<file path="config.mk">
export PLATFORM = sky130hd
export DESIGN_NAME = iir_preemph_flat
export DESIGN_NICKNAME = d
export VERILOG_FILES = /design/src/rtl/iir_preemph_if.sv /design/src/rtl/iir_preemph.sv /design/src/flat_wrapper.sv
export SDC_FILE = /design/constraint.sdc
export NUM_CORES = 1
export LEC_CHECK = 0
export CAP_MARGIN = 40
export CORE_ASPECT_RATIO = 0.75
export CORE_MARGIN = 2
export CORE_UTILIZATION = 67
export DETAILED_ROUTE_END_ITERATION = 6
export DONT_BUFFER_PORTS = 1
export GPL_ROUTABILITY_DRIVEN = 0
export HOLD_SLACK_MARGIN = 0.02
export MAX_ROUTING_LAYER = met4
export PLACE_DENSITY = 0.83
export SETUP_SLACK_MARGIN = 0.15
export SYNTH_ARGS = -nofsm -noshare
export SYNTH_HDL_FRONTEND = slang
export SYNTH_SLANG_ARGS = --single-unit
</file>
<file path="constraint.sdc">
create_clock -name clk -period 17.02 [get_ports clk]
set_clock_uncertainty 0.2 [all_clocks]
set_input_delay 5.106 -clock clk [delete_from_list [all_inputs] [get_ports clk]]
set_output_delay 5.106 -clock clk [all_outputs]
set_load 0.03 [all_outputs]
</file>
<file path="src/rtl/iir_preemph_if.sv">
//------------------------------------------------------------------------------
// Module  : iir_preemph_if
// Brief   : FIFO-side handshake bundle for the pre-emphasis IIR filter.
// Revision: 1.0
//------------------------------------------------------------------------------
`default_nettype none

interface iir_preemph_if #(
    parameter int DATA_WIDTH = 32
);
    logic                         x_in_rd_en;
    logic                         x_in_empty;
    logic signed [DATA_WIDTH-1:0] x_in;
    logic signed [DATA_WIDTH-1:0] y_out;
    logic                         y_out_wr_en;
    logic                         y_out_full;

    // master = filter side, slave = surrounding FIFOs
    modport master (
        output x_in_rd_en, y_out, y_out_wr_en,
        input  x_in_empty, x_in, y_out_full
    );
    modport slave (
        input  x_in_rd_en, y_out, y_out_wr_en,
        output x_in_empty, x_in, y_out_full
    );
endinterface

`default_nettype wire

</file>
<file path="src/rtl/iir_preemph.sv">
//------------------------------------------------------------------------------
// Module  : iir_preemph
// Brief   : First-order fixed-point pre-emphasis IIR, one shared multiplier.
// Revision: 1.0
//------------------------------------------------------------------------------
`default_nettype none

module iir_preemph #(
    parameter int                          DATA_WIDTH = 32,
    parameter int                          QUANT_BITS = 10,
    parameter logic signed [DATA_WIDTH-1:0] B0        = 32'h00000B40,
    parameter logic signed [DATA_WIDTH-1:0] B1        = 32'hFFFFF8A8,
    parameter logic signed [DATA_WIDTH-1:0] A1        = 32'h00000000
) (
    input  wire logic     clk,
    input  wire logic     rst_n,
    input  wire logic     clear,
    iir_preemph_if.master bus
);

    localparam int PW = 2 * DATA_WIDTH;
    localparam logic signed [PW-1:0] c_RND_BIAS =
        {{(PW-QUANT_BITS){1'b0}}, {QUANT_BITS{1'b1}}};

    typedef enum logic [2:0] {
        S_READ  = 3'd0,
        S_MAC0  = 3'd1,
        S_MAC1  = 3'd2,
        S_MAC2  = 3'd3,
        S_WRITE = 3'd4
    } state_t;

    state_t state_q, state_d;

    logic signed [DATA_WIDTH-1:0] x0_q, x1_q, y1_q, acc_q, y_out_q;
    logic signed [DATA_WIDTH-1:0] w_coef, w_data, w_deq, w_acc_sum;
    logic signed [PW-1:0]         w_prod, w_rnd, w_shift;
    logic                         w_pop, w_push;

    // Operand select for the single shared multiplier
    always_comb begin
        w_coef = B0;
        w_data = x0_q;
        case (state_q)
            S_MAC1: begin
                w_coef = B1;
                w_data = x1_q;
            end
            S_MAC2: begin
                w_coef = A1;
                w_data = y1_q;
            end
            default: ;
        endcase
    end

    assign w_prod  = $signed({{DATA_WIDTH{w_coef[DATA_WIDTH-1]}}, w_coef}) *
                     $signed({{DATA_WIDTH{w_data[DATA_WIDTH-1]}}, w_data});
    // Biasing negative products before the arithmetic shift rounds toward zero
    assign w_rnd     = w_prod + (w_prod[PW-1] ? c_RND_BIAS : '0);
    assign w_shift   = w_rnd >>> QUANT_BITS;
    assign w_deq     = w_shift[DATA_WIDTH-1:0];
    assign w_acc_sum = acc_q + w_deq;

    always_ff @(posedge clk or negedge rst_n) begin
        if (!rst_n) begin
            state_q <= S_READ;
        end else begin
            state_q <= state_d;
        end
    end

    always_comb begin
        state_d = state_q;
        w_pop   = 1'b0;
        w_push  = 1'b0;
        case (state_q)
            S_READ: begin
                if (!bus.x_in_empty) begin
                    w_pop   = 1'b1;
                    state_d = S_MAC0;
                end
            end
            S_MAC0:  state_d = S_MAC1;
            S_MAC1:  state_d = S_MAC2;
            S_MAC2:  state_d = S_WRITE;
            S_WRITE: begin
                if (!bus.y_out_full) begin
                    w_push  = 1'b1;
                    state_d = S_READ;
                end
            end
            default: state_d = S_READ;
        endcase
    end

    // Strobes are forced low while reset is held, whatever the FIFO flags say
    assign bus.x_in_rd_en  = w_pop & rst_n;
    assign bus.y_out_wr_en = w_push & rst_n;
    assign bus.y_out       = y_out_q;

    always_ff @(posedge clk or negedge rst_n) begin
        if (!rst_n) begin
            x0_q    <= '0;
            x1_q    <= '0;
            y1_q    <= '0;
            acc_q   <= '0;
            y_out_q <= '0;
        end else begin
            case (state_q)
                S_READ: begin
                    if (w_pop) begin
                        x0_q  <= bus.x_in;
                        acc_q <= '0;
                    end
                end
                S_MAC0: acc_q <= w_deq;
                S_MAC1: acc_q <= w_acc_sum;
                S_MAC2: begin
                    acc_q   <= w_acc_sum;
                    y_out_q <= w_acc_sum;
                end
                S_WRITE: begin
                    if (w_push) begin
                        x1_q <= x0_q;
                        y1_q <= y_out_q;
                    end
                end
                default: ;
            endcase
            // Placed last so a clear on the push cycle overrides the history update
            if (clear) begin
                x1_q <= '0;
                y1_q <= '0;
            end
        end
    end

endmodule

`default_nettype wire
</file>
<file path="src/flat_wrapper.sv">
// flat-port wrapper written by rule: the top's interface ports become plain ports
module iir_preemph_flat 
#(
    parameter int                          DATA_WIDTH = 32,
    parameter int                          QUANT_BITS = 10,
    parameter logic signed [DATA_WIDTH-1:0] B0        = 32'h00000B40,
    parameter logic signed [DATA_WIDTH-1:0] B1        = 32'hFFFFF8A8,
    parameter logic signed [DATA_WIDTH-1:0] A1        = 32'h00000000
)
  (clk, rst_n, clear, bus_x_in_rd_en, bus_y_out, bus_y_out_wr_en, bus_x_in_empty, bus_x_in, bus_y_out_full);
  iir_preemph_if #(.DATA_WIDTH(DATA_WIDTH)) bus_i ();
  input  wire logic clk;
  input  wire logic rst_n;
  input  wire logic clear;
  output wire logic [$bits(bus_i.x_in_rd_en)-1:0] bus_x_in_rd_en;
  output wire logic [$bits(bus_i.y_out)-1:0] bus_y_out;
  output wire logic [$bits(bus_i.y_out_wr_en)-1:0] bus_y_out_wr_en;
  input wire logic [$bits(bus_i.x_in_empty)-1:0] bus_x_in_empty;
  input wire logic [$bits(bus_i.x_in)-1:0] bus_x_in;
  input wire logic [$bits(bus_i.y_out_full)-1:0] bus_y_out_full;
  assign bus_x_in_rd_en = bus_i.x_in_rd_en;
  assign bus_y_out = bus_i.y_out;
  assign bus_y_out_wr_en = bus_i.y_out_wr_en;
  assign bus_i.x_in_empty = bus_x_in_empty;
  assign bus_i.x_in = bus_x_in;
  assign bus_i.y_out_full = bus_y_out_full;
  iir_preemph #(.DATA_WIDTH(DATA_WIDTH), .QUANT_BITS(QUANT_BITS), .B0(B0), .B1(B1), .A1(A1)) u_core (.clk(clk), .rst_n(rst_n), .clear(clear), .bus(bus_i));
endmodule
</file>
==> results.ini <==
[route]
drc=0
avgRoutedWirePerCell_um=19.4
vias=15600
drt_iter0_drc=1206
postRouteWirelength_mm=50.4
dr.pass1.iters=7
ant_nets=0
routed_via_density=5.99

[final_layout]
layout.nets=2837
nFillCells=2178
drive_gt1_share_pct=5.51
syn_to_final_growth_pct=4.49
diodes=0

[clock_network]
cts_resized=0
worstSkewPairLatency_ps=470
cts-root-buf=clkbuf_16
tritoncts=done
cts_buffers=17
cts.sinks=132
path_clk_slew_ps=70
cts_buffer_depth=2
postCtsSetupBuffers=0
h-tree-depth=4
hold_buffers=0

[synth]
synth_area_leaders=fa_1, dfrtp_1, ha_1
yosys_most_used_dff=dfrtp_1
synth_edf_count=0
ys_seq_area_share_pct=15.2
synth.most_common_cell=inv_1
synth_top_area_share_pct=37.0
synth_area_leader_cell=fa_1
syn-cell-area_um2=21700
avgSynthCellArea_um2=9.80
ys.warnings.count=0
synth_common_cells=inv_1, fa_1, ha_1
ys_seq_elements=132
yosysUniqueCellTypes=88
synthCells=2210
synthArstFlopShare_pct=100

[worst_setup_path]
timing.rr.start=u_core.state_q[2]
cp_common_cell=inv_1
crit_arrival_ps=15620
slowest_stage=fa_1
worstRegToRegCells=51
r2r_end=u_core.acc_q[31]
critPathMaxStageDelay_ps=990
cp.required_ps=17190
r2r_slack_ps=1570
criticalPathCategory=flip-flop to flip-flop
cp-start-kind=flip-flop
worstSetupEndpointType=flip-flop
critPathMaxFanout=32

[timing]
max_slew_margin_pct=44.7
timing.final.crit_share_pct=90.8
rsz0062_at_grt=false
max_freq_ghz=0.0647
hold_violations=0
period_needed_ps=15450
setup_viol=0
finalSetupTns_ps=0
slew_violations=0
worst_slew_pin_slew_ps=829

[place]
port_buffers=0
dp_hpwl_mm=41.3

[floorplanning]
fp-row-count=56
fp.dieW_um=212
io_pins=71
core_area_um2=31500
die_area_um2=33800
die_h_um=160
start_util_pct=68.7

[run_status]
run_status=finished clean

[global_route]
grt_max_degree=135
grt_first_pass_wirelength_mm=86.6
antenna_found_initial=0
overflow=0
first_global_vias=17200
track_usage_pct=33.8

[worst_hold_path]
hold_path_depth=2
min_to=u_core.acc_q[0]
worst_hold_path_type=flip-flop to flip-flop
min_from=u_core.acc_q[0]

[flow_run]
maxCapViolCount=0

==> critical path: cells and delay by family, from the launching register on <==
| kind | cells | cell delay, ps |
|---|---|---|
| fa+ha+maj | 11 | 5950 |
| compound gates | 17 | 4080 |
| buf+inv | 10 | 1940 |
| xor+xnor | 2 | 620 |
| simple gates | 11 | 2090 |
| flops | 1 | 450 |
==> worst max-delay path by stage <==
stage,startpoint,to,depth (start not counted)
finish,u_core.state_q[2],u_core.acc_q[31],51
global route,u_core.state_q[2],u_core.acc_q[31],50
CTS,u_core.state_q[2],u_core.acc_q[31],51
detailed placement,u_core.state_q[2],u_core.acc_q[31],51
global placement,u_core.state_q[2],u_core.acc_q[31],51
floorplan,u_core.state_q[2],u_core.acc_q[31],52
==> metal layers <==
metal | GRT usage [%] | share of wire, % | wire length [µm]
met1 | 44.8 | 42 | 21000
met5 | - | 0 | 0
met4 | 11.0 | 2.7 | 1380
met2 | 52.9 | 48 | 24300
met3 | 6.75 | 7.6 | 3830
==> final cells by class <==
class | count | area [µm²] | share of cell area [%]
Sequential cell | 132 | 3300 | 14.6
Tap cell | 406 | 508 | 2.24
Clock inverter | 15 | 178 | 0.785
Multi-Input combinational cell | 1509 | 16200 | 71.6
Inverter | 512 | 1920 | 8.49
Timing Repair Buffer | 10 | 87.6 | 0.387
Clock buffer | 17 | 425 | 1.88
==> sequential cells by signal, indices dropped and copies added (netlist names) <==
name,count
u_core.acc_q,32
u_core.bus.y_out,32
u_core.state_q,3
u_core.x1_q,32
u_core.x0_q,32
u_core.y1_q,1
==> kinds of logic (layout without fill, tap and decap cells) <==
logic type,count (synthesis),count (layout),synth area share [%]
xor+xnor,84,84,3.49
buf+inv,570,554,10.0
fa+ha+maj,618,618,49.5
mux,35,35,1.81
simple gates,457,457,10.1
compound gates,313,313,9.76
flops,132,132,15.2
other cells,1,2,0.0173
==> cell usage in the layout (no fill, tap or decap), types with 17 or more instances in the layout <==
cell / n
nor2_1: 74
xnor2_1: 45
a221o_1: 22
and2_1: 36
o21ai_0: 67
mux2_2: 34
inv_1: 512
nand4_1: 17
dfrtp_1: 132
xor2_1: 37
ha_1: 218
clkbuf_16: 17
a21oi_1: 98
a21o_1: 25
nand2b_1: 19
nand3_1: 29
nand2_1: 205
fa_1: 400
==> through the flow <==
| step | area (µm²) | setup slack [ps] | hold slack, ps | std cells | util, % |
|---|---|---|---|---|---|
| floorplan | 21700 | 3730 | 256 | 2211 | - |
| global placement | 22000 | 2720 | 273 | 2568 | 69.8 |
| detailed placement | 22000 | 1890 | 294 | 2569 | 69.9 |
| CTS | 22600 | 1760 | 312 | 2601 | 71.8 |
| global route | 22600 | 440 | 331 | 2601 | 71.8 |
| finish | 22600 | 1570 | 307 | 2601 | 71.8 |
Power is left out: the tool's default activity adds up to more than one toggle a clock period on the data nets, which glitch-free logic cannot reach.
